File: src/rtl/msg_pkg.sv
// Shared constants for the scrolling message display: message ROM,
// blank character and scroller state encoding.
package msg_pkg;

    localparam int MSG_LEN = 16;

    localparam logic [7:0] ASCII_SPACE = 8'h20;

    // "HELLO  CHIP ICE." with index 0 first
    localparam logic [7:0] MSG_ROM [0:MSG_LEN-1] = '{
        8'h48, 8'h45, 8'h4C, 8'h4C,
        8'h4F, 8'h20, 8'h20, 8'h43,
        8'h48, 8'h49, 8'h50, 8'h20,
        8'h49, 8'h43, 8'h45, 8'h2E
    };

    typedef enum logic [1:0] {
        IDLE,
        SCROLL,
        HOLD
    } state_e;

endpackage

File: src/rtl/tick_divider.sv
// Free-running divider producing a one-cycle tick every CLK_HZ/SCROLL_HZ
// cycles; clear parks the count at zero.
module tick_divider #(
    parameter int CLK_HZ    = 50_000_000,
    parameter int SCROLL_HZ = 2
) (
    input  logic clk,
    input  logic reset,
    input  logic clear,
    output logic tick
);

    localparam int DIV = CLK_HZ / SCROLL_HZ;
    localparam int CW  = $clog2(DIV);
    localparam logic [CW-1:0] LAST = CW'(DIV - 1);

    logic [CW-1:0] cnt_q;
    logic [CW-1:0] cnt_d;

    always_comb begin
        cnt_d = cnt_q + CW'(1);
        if (clear || cnt_q == LAST) begin
            cnt_d = '0;
        end
    end

    always_ff @(posedge clk or posedge reset) begin
        if (reset) begin
            cnt_q <= '0;
        end else begin
            cnt_q <= cnt_d;
        end
    end

    assign tick = (cnt_q == LAST);

endmodule

File: src/rtl/message_scroller.sv
// Scrolls a window of the message ROM across the HEX digits, pausing
// for a number of scroll ticks each time the window wraps to the start.
module message_scroller
    import msg_pkg::*;
#(
    parameter int CLK_HZ     = 50_000_000,
    parameter int SCROLL_HZ  = 2,
    parameter int NUM_DIGITS = 6,
    parameter int HOLD_TICKS = 4
) (
    input  logic                    clk,
    input  logic                    reset,
    input  logic                    enable,
    input  logic                    dir,
    output logic [NUM_DIGITS*8-1:0] ascii_digits,
    output logic [3:0]              head_idx,
    output logic                    wrap_pulse,
    output logic                    holding
);

    localparam int HW = (HOLD_TICKS > 0) ? $clog2(HOLD_TICKS + 1) : 1;
    localparam logic [HW-1:0] HOLD_LAST =
        HW'((HOLD_TICKS > 0) ? HOLD_TICKS - 1 : 0);

    state_e                  state_q, state_d;
    logic [3:0]              head_q, head_d;
    logic [HW-1:0]           hold_q, hold_d;
    logic                    wrap_q, wrap_d;
    logic [NUM_DIGITS*8-1:0] ascii_q, ascii_d;
    logic                    tick;
    logic                    div_clear;

    function automatic logic [NUM_DIGITS*8-1:0] window(input logic [3:0] h);
        logic [NUM_DIGITS*8-1:0] w;
        w = '0;
        for (int k = 0; k < NUM_DIGITS; k++) begin
            w[8*k +: 8] = MSG_ROM[h + 4'(NUM_DIGITS - 1 - k)];
        end
        return w;
    endfunction

    // Dropping enable clears the divider on the same edge as the IDLE move
    assign div_clear = !enable || (state_q == IDLE);

    tick_divider #(
        .CLK_HZ    (CLK_HZ),
        .SCROLL_HZ (SCROLL_HZ)
    ) u_div (
        .clk   (clk),
        .reset (reset),
        .clear (div_clear),
        .tick  (tick)
    );

    always_comb begin
        state_d = state_q;
        head_d  = head_q;
        hold_d  = hold_q;
        wrap_d  = 1'b0;
        if (!enable) begin
            state_d = IDLE;
            head_d  = '0;
            hold_d  = '0;
        end else begin
            unique case (state_q)
                IDLE: begin
                    state_d = SCROLL;
                    head_d  = '0;
                    hold_d  = '0;
                end
                SCROLL: begin
                    if (tick) begin
                        head_d = dir ? head_q + 4'd15 : head_q + 4'd1;
                        if (head_d == 4'd0) begin
                            wrap_d  = 1'b1;
                            state_d = HOLD;
                            hold_d  = '0;
                        end
                    end
                end
                HOLD: begin
                    if (HOLD_TICKS == 0) begin
                        state_d = SCROLL;
                    end else if (tick) begin
                        if (hold_q == HOLD_LAST) begin
                            state_d = SCROLL;
                            hold_d  = '0;
                        end else begin
                            hold_d = hold_q + HW'(1);
                        end
                    end
                end
                default: begin
                    state_d = IDLE;
                    head_d  = '0;
                    hold_d  = '0;
                end
            endcase
        end
        ascii_d = (state_d == IDLE) ? {NUM_DIGITS{ASCII_SPACE}}
                                    : window(head_d);
    end

    always_ff @(posedge clk or posedge reset) begin
        if (reset) begin
            state_q <= IDLE;
            head_q  <= '0;
            hold_q  <= '0;
            wrap_q  <= 1'b0;
            ascii_q <= {NUM_DIGITS{ASCII_SPACE}};
        end else begin
            state_q <= state_d;
            head_q  <= head_d;
            hold_q  <= hold_d;
            wrap_q  <= wrap_d;
            ascii_q <= ascii_d;
        end
    end

    assign ascii_digits = ascii_q;
    assign head_idx     = head_q;
    assign wrap_pulse   = wrap_q;
    assign holding      = (state_q == HOLD);

endmodule

File: config.mk
export PLATFORM = sky130hd
export DESIGN_NAME = message_scroller
export DESIGN_NICKNAME = d
export VERILOG_FILES = /design/src/rtl/msg_pkg.sv /design/src/rtl/tick_divider.sv /design/src/rtl/message_scroller.sv
export SDC_FILE = /design/constraint.sdc
export NUM_CORES = 1
export LEC_CHECK = 0
export ABC_AREA = 1
export CORE_MARGIN = 8
export CORE_UTILIZATION = 57
export CTS_BUF_LIST = sky130_fd_sc_hd__clkbuf_8
export DETAILED_ROUTE_END_ITERATION = 7
export PLACE_DENSITY = 0.89
export SLEW_MARGIN = 40
export SYNTH_ARGS = -nofsm -noshare
export SYNTH_HDL_FRONTEND = slang
export SYNTH_SLANG_ARGS = --single-unit
File: constraint.sdc
create_clock -name clk -period 4.15 [get_ports clk]
set_input_delay 0.415 -clock clk [delete_from_list [all_inputs] [get_ports clk]]
set_output_delay 0.415 -clock clk [all_outputs]
set_load 0.02 [all_outputs]
**Word-level counts from Yosys, hierarchy flattened**

Memory sizes are Yosys's and may differ from the RTL's.
Cells that the tools add are included.

- Add/sub/neg operators: 9
- $lt $le $gt $ge: 6
- Equality and inequality tests: 7
- Multiplexer cells: 34
- Bitwise logic cells: 6
- Reductions and logical operators: 7

Operator list:

| kind | number |
|---|---|
| 8-bit two-way mux | 12 |
| 48-bit two-way mux | 1 |
| 5-bit greater-or-equal comparator (second input constant) | 6 |
| 4-bit NOT with 5-bit output | 6 |
| 25-bit by 1-bit adder with 25-bit output (second input constant) | 1 |
| 25-bit == test (second input constant) | 1 |
| 25-bit two-way mux | 1 |
| 3-bit two-way mux | 5 |
| 4-bit two-way mux | 3 |
| 2-bit two-way mux | 5 |
| 4-bit by 1-bit adder with 4-bit output (second input constant) | 2 |
| 4-bit by 2-bit adder with 4-bit output (second input constant) | 2 |
| 4-bit by 3-bit adder with 4-bit output (second input constant) | 2 |
| 4-bit case mux with 2 select lines | 1 |
| 3-bit inequality test (second input constant) | 2 |
| 2-bit case mux with 3 select lines | 1 |
| 3-bit case mux with 2 select lines | 1 |
| 4-bit adder (second input constant) | 1 |
| 2-bit zero test | 2 |
| 4-bit zero test | 1 |
| 1-bit two-way mux | 4 |
| 3-bit by 1-bit adder with 3-bit output (second input constant) | 1 |
| 3-bit by 2-bit == test with 1-bit output (second input constant) | 1 |
| 3-bit by 2-bit inequality test with 1-bit output (second input constant) | 1 |
| other kinds (5) | 6 |

- Register bits after elaboration: 83
- Memory bits (read-only): 768
- Input port bits: 4
- Word-level logic and storage cells: 81
- Memories: 6

Memories:

| name | words | width | read ports | clocked after Yosys merged registers in | wr ports | line | RTL |
|---|---|---|---|---|---|---|---|
| (no name shown) | 16 | 8 | 1 | 0 | 0 | message_scroller.sv:37 | `w[8*k +: 8] = MSG_ROM[h + 4'(NUM_DIGITS - 1 - k)];` |
| (no name shown) | 16 | 8 | 1 | 0 | 0 | message_scroller.sv:37 |  |
| (no name shown) | 16 | 8 | 1 | 0 | 0 | message_scroller.sv:37 |  |
| (no name shown) | 16 | 8 | 1 | 0 | 0 | message_scroller.sv:37 |  |
| (no name shown) | 16 | 8 | 1 | 0 | 0 | message_scroller.sv:37 |  |
| (no name shown) | 16 | 8 | 1 | 0 | 0 | message_scroller.sv:37 |  |

**Longest topological paths before layout**

Gate-level depths: netlist of the first run.

- Word-level depth: 11
- Depth in mapped cells: 20
- Mapped depth without buffers: 20

**Hierarchy**

From an unflattened synthesis of the first run, not the netlist that was laid out.

- Cell total of the unflattened synthesis: 631
- Area total of the unflattened synthesis: 4800.9 µm²

By module, submodules not included:

| module | instances | cells each | area each (µm²) |
|---|---|---|---|
| message_scroller | 1 | 415 | 3228.1 |
| tick_divider | 1 | 216 | 1572.8 |

**Least setup slack after synthesis of the first run**

OpenSTA, ideal clock, no wires.

- Kind: reg-to-reg
- Start: register u_div.cnt_q[0]
- End: register ascii_q[3], in the netlist ascii_digits[3]
- Library setup time: 117 ps
- Data arrival time: 2861 ps
- Required time: 4033 ps
- Path slack: 1172 ps
- Stages on the path, launching flop included: 21
- Path buffers: 2
- Cells stage by stage: dfrtp_1 -> ha_1 -> nand2_1 -> nor2_1 -> nand2_1 -> nor2_4 -> nand3_1 -> nand2_1 -> nand2_1 -> nand2_1 -> buf_4 -> inv_4 -> ha_1 -> ha_1 -> clkbuf_1 -> inv_1 -> or2_2 -> o21ai_0 -> nand2_1 -> nand2_1 -> nor2_1

- Word-level cells in the longest chain between the ends: 10
- Elaborated cells between the ends (all ways): 15
- Those cells by class: add/sub (1); eq/ne (1); mux (10); bitwise (1); reduce/logical (1); memory (1)

Ends and longest elaborated chain:

| what | line | RTL |
|---|---|---|
| start: declaration | tick_divider.sv:17 | `logic [CW-1:0] cnt_q;` |
| start signal: assignment | tick_divider.sv:31 | `cnt_q <= cnt_d;` |
| 25-bit == test | tick_divider.sv:35 | `assign tick = (cnt_q == LAST);` |
| 4-bit two-way mux | message_scroller.sv:72 | `if (tick) begin` |
| 4-bit case mux with 2 select lines | message_scroller.sv:65 | `unique case (state_q)` |
| 4-bit two-way mux | message_scroller.sv:60 | `if (!enable) begin` |
| via head_d[0] | message_scroller.sv:26 | `logic [3:0] head_q, head_d;` |
| 4-bit by 3-bit adder with 4-bit output | message_scroller.sv:37 |  |
| 4-bit NOT with 5-bit output (implied by the code) | message_scroller.sv:37 |  |
| memory read 16 x 8 bit | n/a |  |
| 8-bit two-way mux (implied by the code) (2 in series) | message_scroller.sv:37 |  |
| 48-bit two-way mux | message_scroller.sv:100 | `ascii_d = (state_d == IDLE) ? {NUM_DIGITS{ASCII_SPACE}}` |
| via ascii_d[3] | message_scroller.sv:29 | `logic [NUM_DIGITS*8-1:0] ascii_q, ascii_d;` |
| end signal: assignment | message_scroller.sv:110 | `ascii_q <= {NUM_DIGITS{ASCII_SPACE}};` |
| end signal: assignment | message_scroller.sv:116 | `ascii_q <= ascii_d;` |
| end: declaration | message_scroller.sv:29 |  |

The timed path passes the listed nets, and every way through them passes these cells. The select of a mux whose other input is x is not followed.
A chain may end at the register's enable or synchronous reset.

**Final worst setup path of the first run**

- Start: input dir
- End: register ascii_q[32], in the netlist ascii_digits[32]

- Word-level cells in the longest chain between the ends: 10
- Elaborated cells between the ends (all ways): 16
- Those cells by class: add/sub (1); mux (11); bitwise (1); reduce/logical (2); memory (1)

Ends and longest elaborated chain:

| what | line | RTL |
|---|---|---|
| start: declaration | message_scroller.sv:14 | `input logic dir,` |
| 4-bit two-way mux | message_scroller.sv:73 | `head_d = dir ? head_q + 4'd15 : head_q + 4'd1;` |
| 4-bit two-way mux | message_scroller.sv:72 |  |
| 4-bit case mux with 2 select lines | message_scroller.sv:65 |  |
| 4-bit two-way mux | message_scroller.sv:60 |  |
| via head_d[2] | message_scroller.sv:26 |  |
| 4-bit by 1-bit adder with 4-bit output | message_scroller.sv:37 |  |
| 4-bit NOT with 5-bit output (implied by the code) | message_scroller.sv:37 |  |
| memory read 16 x 8 bit | n/a |  |
| 8-bit two-way mux (implied by the code) (2 in series) | message_scroller.sv:37 |  |
| 48-bit two-way mux | message_scroller.sv:100 |  |
| via ascii_d[32] | message_scroller.sv:29 |  |

The timed path passes the listed nets, and every way through them passes these cells. The select of a mux whose other input is x is not followed.

==> flow_summary_export.csv, run 1 <==
group,metric,value,unit
status,status,"complete, no violations",
yosys,synth_enable_flop_cells,0,
clock_tree,worstSkewPairLatency,0.36,ns
drt,postRouteWirelength,10900,um
layout,fill_cells,629,
drt,drt_iter0_markers,320,
timing,worstMarginPinSlew,0.678,ns
hold_path,hold-path-endpoint,"u_div.cnt_q[0]",
clock_tree,numCtsBuffers,9,
critical_path,path_class,"input port to flop",
pwr,powerDensity,270,nW/um^2
critical_path,slowest_stage,"clkdlybuf4s50_1",
critical_path,arrival,3.45,ns
clock_tree,post_cts_resized,0,
clock_tree,clkSlewWorstSetupHoldPaths,0.07,ns
drt,avgViaCountPerCell,5.41,
timing,max_clock_freq,310,MHz
floorplanning,core.rowCount,32,
global_routing,grt.met3_usage,5.08,%
placement,dp_cells,729,
job,cap_violations,0,
timing,period_share,77.7,%
timing,rsz0062_at_grt,"no",
layout,layoutNonFillerInstCount,744,
layout,final_cell_mix,"152 x nand2_1, 74 x nor2_1, 71 x dfrtp_1, 60 x inv_1, 51 x clkdlybuf4s50_1",
global_routing,grt_use_total,20.6,%
global_routing,grt.overflow.total,0,
yosys,yosysWarnings,0,
drt,drtAntennaViolNets,0,
timing,skew,0.0183,ns
global_routing,antenna_found_initial,0,
timing,fin_crit,3.22,ns
layout,layout_commonest_cell,"nand2_1",
global_routing,grt.busiest_layer,"met2",
critical_path,r2r_setup_slack,0.95,ns
drt,drt_first_pass_iters,5,
timing,timing.hold.ws,0.475,ns
timing,maxSlewViolCount,0,
placement,numPortBuffers,51,
yosys,ys_ff_latch,77,
global_routing,grt_pass1_wl,18600,um
critical_path,r2r_start,"u_div.cnt_q[0]",
layout,antenna_cells,0,
floorplanning,fp.dieArea,10900,um^2
clock_tree,ctsHoldBuffers,0,
layout,synthToLayoutAreaGrowth,17.4,%
pwr,total_power,0.00141,W
critical_path,cp-start-kind,"input port",
yosys,syn_avg_cell_area,7.64,um^2
yosys,synthArstFlopShare,100,%
global_routing,grt_max_degree,78,
hold_path,hold_class,"flop to flop",
clock_tree,clock_sinks,77,
floorplanning,initial_core_util,58.3,%
yosys,netlist_area,4460,um^2
placement,hpwl,8000,um
placement,place_congestion,0.961,
yosys,ys.flop_type,"dfrtp_1",
clock_tree,clockBufferDepth,2,
clock_tree,post_cts_buffers,0,
placement,placed_area,5060,um^2
layout,postLayoutCellArea,5230,um^2
yosys,ys_seq_area_share,43.4,%
yosys,synth_cells,583,
clock_tree,cts_tree,"done",
pwr,leakagePower,2.52,nW
critical_path,slowest_delay,0.54,ns
critical_path,ff2ff_path_depth,18,
timing,tns,0,ns
floorplanning,core_area,7650,um^2
drt,dr_total_vias,4023,
critical_path,path_cells,"clkdlybuf4s50_1 -> inv_1 -> fa_1 -> xor2_1 -> nand3_1 -> nand3_1 -> nand2_2 -> nand2_2 -> inv_1 -> ha_1 -> inv_1 -> o21ai_0 -> nand3_1 -> nand2_1 -> nor2_1",
hold_path,hp-start,"u_div.cnt_q[0]",
layout,layout-drive-gt1-share,8.57,%
critical_path,cp.required,4.38,ns
yosys,ys_types,37,
global_routing,grt_pass1_vias,3872,
clock_tree,root_buffer,"clkbuf_8",
timing,finalSetupViolCount,0,
timing,relSlewSlack,54.8,%
critical_path,cp_max_fo,10,
global_routing,grt_use_met1,27.3,%
drt,drc_errors,0,
hold_path,worstHoldPathCells,1,
global_routing,met2_usage,31.1,%
critical_path,reg2reg_to,"ascii_digits[3]",
drt,wl_per_cell,14.6,um
pwr,ir_drop,0.000233,V
clock_tree,cts.htree.levels,3,
timing,finalHoldViolCount,0,
floorplanning,dieWidth,104,um
layout,layout.nets,670,
floorplanning,die_height,104,um
floorplanning,ioPinCount,58,
critical_path,crit_path_end_kind,"flop",
## registers in the layout (all words and copies together) (netlist names)
register	flops
hold_q	3
state_q	2
ascii_digits	42
u_div.cnt_q	25
head_idx	4
wrap_pulse	1
## area by class of cell
| type | count | area (um^2) | area share, % |
|---|---|---|---|
| Sequential cell | 77 | 1930 | 37.0 |
| Timing Repair Buffer | 58 | 567 | 10.8 |
| Multi-Input combinational cell | 430 | 2190 | 42.0 |
| Tap cell | 102 | 128 | 2.44 |
| Clock inverter | 4 | 18.8 | 0.359 |
| Inverter | 62 | 235 | 4.50 |
| Clock buffer | 11 | 151 | 2.90 |
## layer usage
metal	up-vias	part of all wire, %
li1	1961	-
met1	1897	45
met2	149	46
met3	16	7.5
met4	0	1.6
met5	-	0
## kinds of logic (layout without fill, tap and decap cells)
family,Yosys count,in the layout,share of synthesized area (%)
adders and majority gates,28,28,8.03
and+or+nand+nor,329,329,31.8
xor gates and xnor gates,4,4,0.786
AOI/OAI and AO/OA,63,63,8.14
buffers and inverters,81,135,7.75
other,1,6,0.0842
DFF,77,77,43.4
## worst max path at each step
stage,slack [ns],cells after the start,end,startpoint
2_1_floorplan,1.17,20,ascii_digits[3],u_div.cnt_q[0]
3_3_place_gp,0.70,17,ascii_digits[16],dir
3_5_place_dp,0.62,16,ascii_digits[22],dir
4_1_cts,0.97,18,ascii_digits[3],u_div.cnt_q[0]
5_1_grt,0.60,17,ascii_digits[19],dir
6_report,0.93,15,ascii_digits[32],dir
## synth_stat cells (all sizes together) (2+ instances only)
master	number	area [um^2]
xor2	3	26.3
buf	13	87.6
dfrtp	71	1780
o21ai	20	104
or2	3	18.8
nor2	79	314
dfstp	6	158
nor3	21	105
inv	62	235
clkbuf	6	22.5
nor4	2	12.5
o21a	2	15.0
a21oi	31	170
a21boi	2	15.0
o211ai	4	30.0
nand4	8	50.1
ha	27	338
nand2	164	646
nand3	52	270
## power by group
group	switching, W	internal [W]	total (W)
Sequential	0.00000631	0.000771	0.000778
Combinational	0.0000882	0.0000474	0.000136
Clock	0.000256	0.000240	0.000496
Total	0.000350	0.00106	0.00141
## per-stage QoR
step                      utilization [%]  worst slack (ns)
after floorplan                         -              1.17
after global placement               66.1             0.704
after detailed placement             66.1             0.616
after CTS                            68.4             0.966
after global routing                 68.4             0.604
final                                68.4             0.927
## critical path: cells and delay by family
kind / cells / cell delay [ns]
and+or+nand+nor: 7 / 0.76
buffers and inverters: 4 / 0.98
AOI/OAI and AO/OA: 1 / 0.20
xor gates and xnor gates: 1 / 0.21
adders and majority gates: 2 / 0.88
Note: power is estimated with default switching activity, not from simulation.
==> run 2, diff against run 1 <==
==> constraint.sdc (replaced) <==
create_clock -name clk -period 3.15 [get_ports clk]
set_input_delay 0.315 -clock clk [delete_from_list [all_inputs] [get_ports clk]]
set_output_delay 0.315 -clock clk [all_outputs]
set_load 0.02 [all_outputs]
==> run 2 against run 1 <==
  * Die area unchanged
  * Core utilization is 1.8 points higher
  * Clock power increased by 34%
  * Non-clock buffer count is 13 higher
  * Global-route usage is 0.70 points higher
  * First-iteration DRC count fell by 0.63%
  * Largest cell class unchanged
  * Largest power group unchanged
  * Highest routed layer unchanged
==> flow_summary_export.csv, run 2 (synthesis gave the netlist of run 1 again) <==
group,metric,value,unit
status,status,"complete, no violations",
critical_path,cp-start-kind,"flop",
floorplanning,core.rowCount,32,
placement,hpwl,8550,um
job,cap_violations,0,
placement,place_congestion,0.925,
timing,relSlewSlack,57.1,%
placement,dp_cells,741,
layout,layout-drive-gt1-share,11.6,%
global_routing,grt_pass1_vias,3957,
timing,worstMarginPinSlew,0.642,ns
critical_path,path_class,"flop to flop",
floorplanning,fp.dieArea,10900,um^2
drt,drt_iter0_markers,318,
global_routing,grt_pass1_wl,19100,um
floorplanning,die_height,104,um
drt,avgViaCountPerCell,5.44,
timing,max_clock_freq,349,MHz
timing,rsz0062_at_grt,"no",
critical_path,cp_common_cell,"nand2_1",
global_routing,grt_use_total,21.3,%
pwr,leakagePower,2.59,nW
timing,skew,0.0113,ns
critical_path,cp_max_fo,12,
clock_tree,clock_sinks,77,
clock_tree,worstSkewPairLatency,0.35,ns
critical_path,r2r_setup_slack,0.28,ns
drt,dr_total_vias,4122,
timing,finalSetupViolCount,0,
placement,numPortBuffers,51,
layout,layoutNonFillerInstCount,758,
clock_tree,cts.htree.levels,3,
critical_path,crit_family,"simple AND/OR/NAND/NOR gates",
clock_tree,root_buffer,"clkbuf_8",
critical_path,slowest_delay,0.38,ns
critical_path,crit_path_end_kind,"flop",
layout,layout_commonest_cell,"nand2_1",
critical_path,reg2reg_to,"ascii_digits[35]",
layout,final_cell_mix,"150 x nand2_1, 73 x nor2_1, 71 x dfrtp_1, 57 x inv_1, 51 x clkdlybuf4s50_1",
clock_tree,clkSlewWorstSetupHoldPaths,0.08,ns
floorplanning,dieWidth,104,um
global_routing,grt.overflow.total,0,
clock_tree,cts_tree,"done",
floorplanning,core_area,7650,um^2
clock_tree,numCtsBuffers,9,
global_routing,antenna_found_initial,0,
critical_path,path_cells,"ha_1 -> nand2_1 -> nor2_2 -> nand2_1 -> nor2_4 -> nand3_1 -> nand2_1 -> nand2_1 -> nand2_2 -> clkinv_4 -> ha_1 -> inv_1 -> ha_2 -> inv_1 -> nand2_1 -> nand2_1 -> nand3_1 -> nand2_1 -> nor2_1",
pwr,powerDensity,349,nW/um^2
layout,layout.nets,683,
timing,period_share,91.0,%
layout,fill_cells,637,
critical_path,cp.required,3.38,ns
floorplanning,ioPinCount,58,
layout,synthToLayoutAreaGrowth,20.5,%
clock_tree,clockBufferDepth,2,
critical_path,r2r_start,"u_div.cnt_q[0]",
drt,postRouteWirelength,11200,um
drt,drc_errors,0,
clock_tree,ctsHoldBuffers,0,
layout,largest_register_ffs,42,
critical_path,arrival,3.10,ns
drt,wl_per_cell,14.8,um
floorplanning,initial_core_util,58.3,%
critical_path,cp_num_buf_inv,3,
critical_path,ff2ff_path_depth,19,
critical_path,slowest_stage,"dfrtp_1",
layout,antenna_cells,0,
timing,tns,0,ns
hold_path,hold_class,"input port to asynchronous set/reset pin",
pwr,ir_drop,0.000226,V
global_routing,grt_max_degree,48,
timing,fin_crit,2.87,ns
timing,maxSlewViolCount,0,
drt,drtAntennaViolNets,0,
timing,finalHoldViolCount,0,
drt,drt_first_pass_iters,5,
timing,timing.hold.ws,0.378,ns
[run 2: changes by cell type in the layout (fill, tap and decap cells not counted), moves of 2 or more]
cell,change
buf_4,+13
clkinv_2,+3
inv_1,-3
nand2_1,-2
nand2_2,+2
[run 2: worst max path at each step]
| stage | start | to | cells after the start |
|---|---|---|---|
| 2_1_floorplan | u_div.cnt_q[0] | ascii_digits[3] | 20 |
| 3_3_place_gp | dir | ascii_digits[16] | 17 |
| 3_5_place_dp | dir | ascii_digits[22] | 16 |
| 4_1_cts | u_div.cnt_q[0] | ascii_digits[32] | 17 |
| 5_1_grt | u_div.cnt_q[0] | ascii_digits[32] | 19 |
| 6_report | u_div.cnt_q[0] | ascii_digits[35] | 19 |
[run 2: timing repair]
item                                   CTS  global route
endpoints found under the hold margin    0             0
setup endpoints to repair                0            19
buffers inserted                         0             1
resized for setup                        0             8
[run 2: where the power goes]
group | internal [W] | switching, W | total (W)
sequential | 0.00102 | 0.00000808 | 0.00102
combinational | 0.0000655 | 0.000118 | 0.000183
clock | 0.000322 | 0.000344 | 0.000666
[run 2: through the flow]
step / area (um^2) / util [%] / power, W / worst slack [ns]
6_report: 5370 / 70.2 / 0.00187 / 0.282
5_1_grt: 5370 / 70.2 / 0.00195 / 0.000205
3_5_place_dp: 5160 / 67.4 / 0.00123 / 0.0307
2_1_floorplan: 4470 / - / 0.00115 / 0.172
3_3_place_gp: 5160 / 67.4 / 0.00122 / 0.0962
4_1_cts: 5340 / 69.8 / 0.00189 / 0.0959
[run 2: area by class of cell]
cell class                      instances  area (um^2)  share of cell area, %
Clock buffer                           11          151                   2.82
Clock inverter                          5         26.3                  0.490
Inverter                               62          238                   4.43
Multi-Input combinational cell        430         2220                   41.3
Sequential cell                        77         1930                   36.0
Tap cell                              102          128                   2.38
Timing Repair Buffer                   71          673                   12.5
[run 2: layer usage]
layer | vias up | track usage (%) | wire (um)
met2 | 194 | 33.6 | 5170
met1 | 1914 | 27.6 | 4980
met4 | 0 | 7.96 | 172
met5 | - | 0 | 0
met3 | 17 | 4.96 | 910
li1 | 1997 | - | -
==> run 3, diff against run 2 <==
--- a/config.mk
+++ b/config.mk
@@ -7,11 +7,12 @@
 export LEC_CHECK = 0
 export ABC_AREA = 1
 export CORE_MARGIN = 8
-export CORE_UTILIZATION = 57
+export CORE_UTILIZATION = 58
 export CTS_BUF_LIST = sky130_fd_sc_hd__clkbuf_8
 export DETAILED_ROUTE_END_ITERATION = 7
-export PLACE_DENSITY = 0.89
+export PLACE_DENSITY = 0.9
 export SLEW_MARGIN = 40
 export SYNTH_ARGS = -nofsm -noshare
 export SYNTH_HDL_FRONTEND = slang
+export SYNTH_HIERARCHICAL = 1
 export SYNTH_SLANG_ARGS = --single-unit
==> run 3 against run 2 <==
  * Total power rose by 12%
  * Synthesized area rose by 7.8%
  * Critical path depth did not move
  * First-iteration DRC count rose by 54%
  * Design area rose by 6.9%
  * Sequential power barely moved
  * Sequential share of layout area fell by 2.3 points
  * Sequential cell count did not move
  * Critical path type unchanged
  * Largest cell class unchanged
==> flow_summary_export.csv, run 3 <==
group,metric,value,unit
floorplanning,initial_core_util,59.0,%
yosys,ys_ff_latch,77,
placement,hpwl,8840,um
drt,drt_iter0_markers,491,
yosys,synth_xor_area_share,2.74,%
critical_path,startpoint,"u_div/cnt_q[5]",
placement,place_congestion,0.955,
pwr,leakagePower,2.70,nW
yosys,synth-simple-area-share,35.8,%
clock_tree,root_buffer,"clkbuf_8",
yosys,ys.flop_type,"dfrtp_1",
critical_path,path_cells,"nand2_1 -> nor2_2 -> nand2_2 -> inv_2 -> nand3_1 -> nor2_4 -> inv_1 -> nand2_1 -> nand3_1 -> a21oi_4 -> ha_1 -> inv_2 -> ha_1 -> buf_4 -> nor2_2 -> o21bai_1 -> nand3_1 -> nand2_1 -> nor2_1",
yosys,yosysWarnings,6,
timing,finalSetupViolCount,0,
timing,finalHoldViolCount,0,
drt,avgViaCountPerCell,5.60,
critical_path,slowest_delay,0.39,ns
layout,largest_register_ffs,42,
yosys,synthTopCellsByCount,"178 x nand2_1, 91 x nor2_1, 71 x dfrtp_1",
clock_tree,clkSlewWorstSetupHoldPaths,0.08,ns
layout,layoutNonFillerInstCount,812,
critical_path,r2r_setup_slack,0.12,ns
timing,worstMarginPinSlew,0.558,ns
timing,period_share,96.3,%
yosys,synthArstFlopShare,100,%
critical_path,cp.required,3.38,ns
pwr,powerDensity,367,nW/um^2
global_routing,grt_pass1_wl,20500,um
yosys,synth_cells,631,
global_routing,grt_pass1_vias,4399,
floorplanning,core.rowCount,33,
yosys,synth_compound_area_share,5.84,%
placement,dpl_worst_slack,-0.0521,ns
floorplanning,die_height,107,um
yosys,yosysTopAreaCellShare,37.0,%
yosys,synth.largest_area_cell,"dfrtp_1",
placement,numPortBuffers,51,
pwr,ir_drop,0.000208,V
timing,relSlewSlack,62.7,%
yosys,synth_top_family_by_area,"simple AND/OR/NAND/NOR gates",
floorplanning,core_area,8130,um^2
yosys,yosys.area_share.adder,7.45,%
clock_tree,clockBufferDepth,2,
status,status,"complete, no violations",
global_routing,grt.overflow.total,0,
pwr,p_int,0.00162,W
drt,postRouteWirelength,12400,um
yosys,syn_avg_cell_area,7.61,um^2
yosys,synth_enable_flop_cells,0,
timing,skew,0.0124,ns
layout,final_cell_mix,"178 x nand2_1, 89 x nor2_1, 71 x dfrtp_1, 59 x nand3_1, 51 x clkdlybuf4s50_1",
timing,setup_ws,0.115,ns
placement,dp_cells,791,
clock_tree,clock_sinks,77,
timing,maxSlewViolCount,0,
floorplanning,fp.dieArea,11400,um^2
pwr,p_sw_share,23.1,%
critical_path,slowest_stage,"dfrtp_1",
critical_path,r2r_start,"u_div/cnt_q[5]",
yosys,netlist_area,4800,um^2
timing,fin_crit,3.03,ns
layout,layout_commonest_cell,"nand2_1",
yosys,netlist_top_cells_area,"dfrtp_1 37%, nand2_1 14%, nor2_1 7.1%",
pwr,p_clk_share,42.7,%
clock_tree,numCtsBuffers,9,
layout,layout-drive-gt1-share,15.3,%
drt,drt_first_pass_iters,5,
drt,wl_per_cell,15.3,um
critical_path,crit_path_end_kind,"flop",
layout,postLayoutCellArea,5740,um^2
global_routing,grt_use_total,21.9,%
layout,fill_cells,595,
pwr,power_frac_comb,8.7,%
critical_path,cp-start-kind,"flop",
drt,dr_total_vias,4544,
critical_path,cp_num_buf_inv,4,
yosys,synthMuxAreaShare,0,%
timing,timing.hold.ws,0.363,ns
clock_tree,cts.htree.levels,3,
drt,drtAntennaViolNets,0,
floorplanning,ioPinCount,58,
critical_path,crit_family,"simple AND/OR/NAND/NOR gates",
timing,rsz0062_at_grt,"yes",
pwr,p_seq_share,48.6,%
placement,placed_area,5430,um^2
yosys,ys_types,39,
yosys,ys_seq_area_share,40.3,%
layout,synthToLayoutAreaGrowth,19.5,%
drt,drc_errors,0,
critical_path,cp_max_fo,12,
hold_path,hold_class,"input port to asynchronous set/reset pin",
floorplanning,dieWidth,107,um
clock_tree,cts_tree,"done",
global_routing,grt_max_degree,29,
layout,antenna_cells,0,
layout,layout.nets,734,
pwr,switching_power,0.000486,W
job,cap_violations,0,
timing,max_clock_freq,329,MHz
clock_tree,worstSkewPairLatency,0.35,ns
critical_path,path_class,"flop to flop",
yosys,synthMostInstantiatedCell,"nand2_1",
global_routing,antenna_found_initial,0,
critical_path,arrival,3.27,ns
-- run 3: changes by cell type after synthesis, moves of 5 or more --
cell / change
nand4_1: -8
nor2_2: +22
inv_1: -8
nand3_1: +9
xor2_1: +5
xnor2_1: +6
nor3_1: -17
nor2_1: +17
nand2_1: +26
a21oi_1: -13
-- run 3: cell families (layout without fill, tap and decap cells) --
| logic type | after synthesis | in the layout |
|---|---|---|
| DFF | 77 | 77 |
| adders and majority gates | 28 | 28 |
| and+or+nand+nor | 385 | 385 |
| buffers and inverters | 76 | 147 |
| other | 1 | 6 |
| xor gates and xnor gates | 15 | 15 |
| AOI/OAI and AO/OA | 49 | 49 |
-- run 3: layer usage --
| layer | vias to the layer above | share of wire, % | global-route usage [%] |
|---|---|---|---|
| met4 | 0 | 2.8 | 10.1 |
| met2 | 285 | 47 | 35.3 |
| li1 | 2108 | - | - |
| met5 | - | 0 | 0 |
| met1 | 2108 | 40 | 27.5 |
| met3 | 43 | 9.4 | 4.98 |
-- run 3: power groups by stage --
| stage | clock network (W) | logic [W] | registers (W) |
|---|---|---|---|
| final | 0.000899 | 0.000184 | 0.00102 |
| after global routing | 0.000961 | 0.000203 | 0.00103 |
| after CTS | 0.000915 | 0.000186 | 0.00102 |
| after detailed placement | 0 | 0.000186 | 0.00104 |
| after global placement | 0 | 0.000181 | 0.00104 |
| after floorplan | 0 | 0.0000947 | 0.00107 |
-- run 3: layout make-up --
class | count | area [um^2] | area share [%]
multi-input combinational | 483 | 2530 | 44.1
sequential | 77 | 1930 | 33.7
timing repair buffer | 73 | 676 | 11.8
inverter | 58 | 220 | 3.84
clock buffer | 10 | 138 | 2.40
tap | 105 | 131 | 2.29
clock inverter | 6 | 105 | 1.83
-- run 3: worst reg2reg max path, delay by kind of cell, from the launching register on --
kind	cells	cell delay, ns
flops	1	0.39
simple gates	11	1.24
compound gates	2	0.36
buf+inv	4	0.41
fa+ha+maj	2	0.51
-- run 3: per-stage QoR --
step	power (W)	utilization, %	TNS, ns
finish	0.00211	70.5	0
global route	0.00219	70.5	-0.196
CTS	0.00213	69.8	0
detailed placement	0.00123	66.8	-0.0521
global placement	0.00122	66.8	0
floorplan	0.00117	-	0
-- run 3: repair_timing --
| item | 4_1_cts | 5_1_grt |
|---|---|---|
| pin swaps | 0 | 2 |
| setup buffers | 0 | 5 |
| resized for setup | 1 | 6 |
| gates cloned | 0 | 0 |
| endpoints found under the setup margin | 1 | 27 |
| hold buffers | 0 | 0 |
-- run 3: final timing paths --
path / end / cells after the start
worst max register to register: ascii_digits[3] / 19
min in group clk: hold_q[1] / 2
worst max-delay path: ascii_digits[3] / 19
max in group asynchronous: ascii_digits[21] / 3
worst min register to register: hold_q[1] / 2
worst min-delay path: u_div/cnt_q[16] / 2
==> edit 1: new RTL, flow settings as in run 3 <==
Re-encode `state_e` (3 states) as one-hot, 3 bits wide.
--- a/src/rtl/msg_pkg.sv
+++ b/src/rtl/msg_pkg.sv
@@ -15,8 +15,8 @@
     };
 
-    typedef enum logic [1:0] {
-        IDLE,
-        SCROLL,
-        HOLD
+    typedef enum logic [2:0] {
+        IDLE   = 3'b001,
+        SCROLL = 3'b010,
+        HOLD   = 3'b100
     } state_e;
 
Check against the original RTL: no difference found for any inputs over 10 cycles, from zero or initial values and one cycle with reset high; not proved beyond that.
==> edit 1 against run 3 <==
Count of clock-buffer cells in the layout increased by 1. Area after synthesis decreased by 1.4%. Setup slack improved by 0.11 ns. Sequential cell count increased by 1. Wire length decreased by 2.7%. Power increased by 0.95%. Critical path type unchanged. Design area decreased by 1.3%. Combinational power increased by 52%.
==> edit 1: results (changes against run 3) <==
nets=730 (-0.54%); Vias/cell=5.35 (-4.4%); worst vdd ir=283 uV (+36%); Synth Area in XOR/XNOR=2.78% (+0.040 points); Worst Path Max Fanout=6 (-6); top post-synthesis cells by area=dfrtp_1 (38%), nand2_1 (14%), nor2_1 (7.4%), nand3_1 (6.3%), inv_1 (4.5%); placed instance count=799 (+1.0%); Synth top cells by count=nand2_1 (182), nor2_1 (93), dfrtp_1 (71), nand3_1 (60), inv_1 (57); worst r2r path cells=23 (+4); DR iter-0 viols=271 (-45%); Compound-Gate Fraction of Synth Area=4.42% (-1.4 points); largest net degree at the start of global routing=54 (+86%); post-route core utilization=70.3% (-0.18 points); Avg WL per Cell=14.7 um (-3.5%); status=completed; # fillers=636 (+6.9%); Setup Skew=0.0116 ns (-0.000812 ns); post-CTS resize count=0 (-1); flop2flop setup slack=0.22 ns (+0.11 ns); first-pass GRT wire length=20300 um (-0.87%); adder-cell share of the synthesized area=4.65% (-2.8 points); WHS=0.421 ns (+0.0572 ns); reg2reg start=u_div/cnt_q[4]$_DFF_PP0_; drt total wl=12100 um (-2.7%); vias in the first global route=4295 (-2.4%); dpl cell area=5400 um2 (-0.55%); DPL Wire Length=8860 um (+0.22%); Final GP Congestion=0.978 (+2.5%); post-synthesis sequential area ratio=41.4% (+1.1 points)
[edit 1: cell types whose count changed after synthesis, sizes merged, moves of 2 or more]
cell	change
nand2	+12
ha	-11
o21ai	-7
inv	+6
nor2	+4
a21oi	-3
nor3	+3
a21boi	-2
a31oi	+2
and2	+2
[edit 1: metal layers]
layer / vias to the layer above / track usage (%) / wire [um]
met5: - / 0 / 0
met4: 0 / 8.14 / 197
met3: 22 / 4.23 / 982
met2: 220 / 33.9 / 5560
met1: 2025 / 29.8 / 5320
li1: 2114 / - / -
[edit 1: where the power goes]
part	switching [mW]	internal, mW
clock	0.373	0.408
combinational	0.180	0.0991
sequential	0.0175	1.05
total	0.570	1.56
[edit 1: layout make-up]
type / count / share of cell area (%)
well taps: 105 / 2.32
clock buffers: 11 / 2.67
flip-flops and latches: 78 / 34.6
multi-input cells: 481 / 42.8
clock inverters: 5 / 1.02
repair buffers: 75 / 12.2
inverters: 64 / 4.37
==> edit 2: new RTL, settings of run 3 <==
Without the edit above. `CLK_HZ` is set to 50_000_000 in 2 places; all go to 100_000_000.
--- a/src/rtl/tick_divider.sv
+++ b/src/rtl/tick_divider.sv
@@ -2,5 +2,5 @@
 // cycles; clear parks the count at zero.
 module tick_divider #(
-    parameter int CLK_HZ    = 50_000_000,
+    parameter int CLK_HZ    = 100_000_000,
     parameter int SCROLL_HZ = 2
 ) (
--- a/src/rtl/message_scroller.sv
+++ b/src/rtl/message_scroller.sv
@@ -4,5 +4,5 @@
     import msg_pkg::*;
 #(
-    parameter int CLK_HZ     = 50_000_000,
+    parameter int CLK_HZ     = 100_000_000,
     parameter int SCROLL_HZ  = 2,
     parameter int NUM_DIGITS = 6,
Check against the original RTL: same outputs for any inputs over 10 cycles, from zero or initial values and one cycle with reset high; that may be too few to reach the edited logic, so the function may still have changed.
==> edit 2 against run 3 <==
Design area increased by 2.9%. Sequential cell count increased by 1. Combinational power increased by 4%. Area after synthesis increased by 4.0%. Setup slack improved by 0.12 ns. Sequential share of layout area decreased by 0.51 points. Highest routed layer unchanged. Critical path type unchanged. Power increased by 0.12%. Wire length decreased by 1.6%.
==> edit 2: results (changes against run 3) <==
status=completed; grt met3 use=5.44% (+0.46 points); layout cell share with drive strength beyond 1=17.8% (+2.6 points); Comb power=0.191 mW (+4%); Vias/cell=5.41 (-3.3%); placed instance count=816 (+3.2%); power per standard cell area=358 nW/um2 (-2.7%); nets=757 (+3.1%); Clock buf/inv share=3.92% (-0.31 points); DPL Wire Length=8910 um (+0.72%); first-pass GRT wire length=20700 um (+0.78%); dpl cell area=5590 um2 (+2.9%); P_leak=2.89 nW (+6.8%); synth unique cells=37 (-5.1%); Worst Path Max Fanout=10 (-2); register area=1960 um2 (+1.3%); post-route core utilization=69.0% (-1.5 points); P_sw=0.497 mW (+2.2%); largest net degree at the start of global routing=53 (+83%); # fillers=661 (+11%); Crit. Startpoint=u_div/cnt_q[1]$_DFF_PP0_; M1 WL=5140 um (+2.5%); Setup Skew=0.0170 ns (+0.00455 ns); Synth top cells by count=nand2_1 (183), nor2_1 (96), dfrtp_1 (72), inv_1 (58), nand3_1 (52); Synth Register Bits=78 (+1.3%); area added between synthesis and finish=18.1%; Power Total=2.11 mW (+0.12%); post-synthesis sequential area ratio=39.2% (-1.1 points); crit path DAT=3.17 ns (-0.10 ns); top post-synthesis cells by area=dfrtp_1 (36%), nand2_1 (14%), nor2_1 (7.2%), ha_1 (7.0%), nand3_1 (5.2%); DR iter-0 viols=417 (-15%); vias in the first global route=4511 (+2.5%); cell count after synthesis=656 (+4.0%); GRT Total Usage=21.9% (-0.061 points); multi-input gate count=497 (+2.9%)
==> edit 2: cells by family (layout without fill, tap and decap cells) <==
kind of cell	Yosys count	in the layout	synth area share, %
and+or+nand+nor	407	407	37.4
other	1	6	0.0751
DFF	78	78	39.2
adders and majority gates	29	29	7.42
buffers and inverters	86	154	8.77
AOI/OAI and AO/OA	41	41	4.61
xor gates and xnor gates	14	14	2.46
==> edit 2: critical path, cell delays in order (launching register included) <==
cell and delay (ns):
dfrtp_1 0.40, ha_1 0.18, nand3_2 0.12, nor2_2 0.16, nand2_1 0.10, nor3_2 0.13
buf_4 0.18, nor2_1 0.05, nor2_1 0.09, nand2_1 0.08, nand2_2 0.13, nand2_4 0.12
inv_4 0.12, ha_1 0.17, buf_4 0.14, nand4_2 0.21, nand2_2 0.20, nand2_1 0.08
nand3_2 0.09, inv_1 0.04
==> edit 2: timing repair <==
action / CTS / global route
resized for setup: 4 / 10
buffers inserted: 0 / 5
pin swaps: 0 / 2
endpoints found under the setup margin: 3 / 34
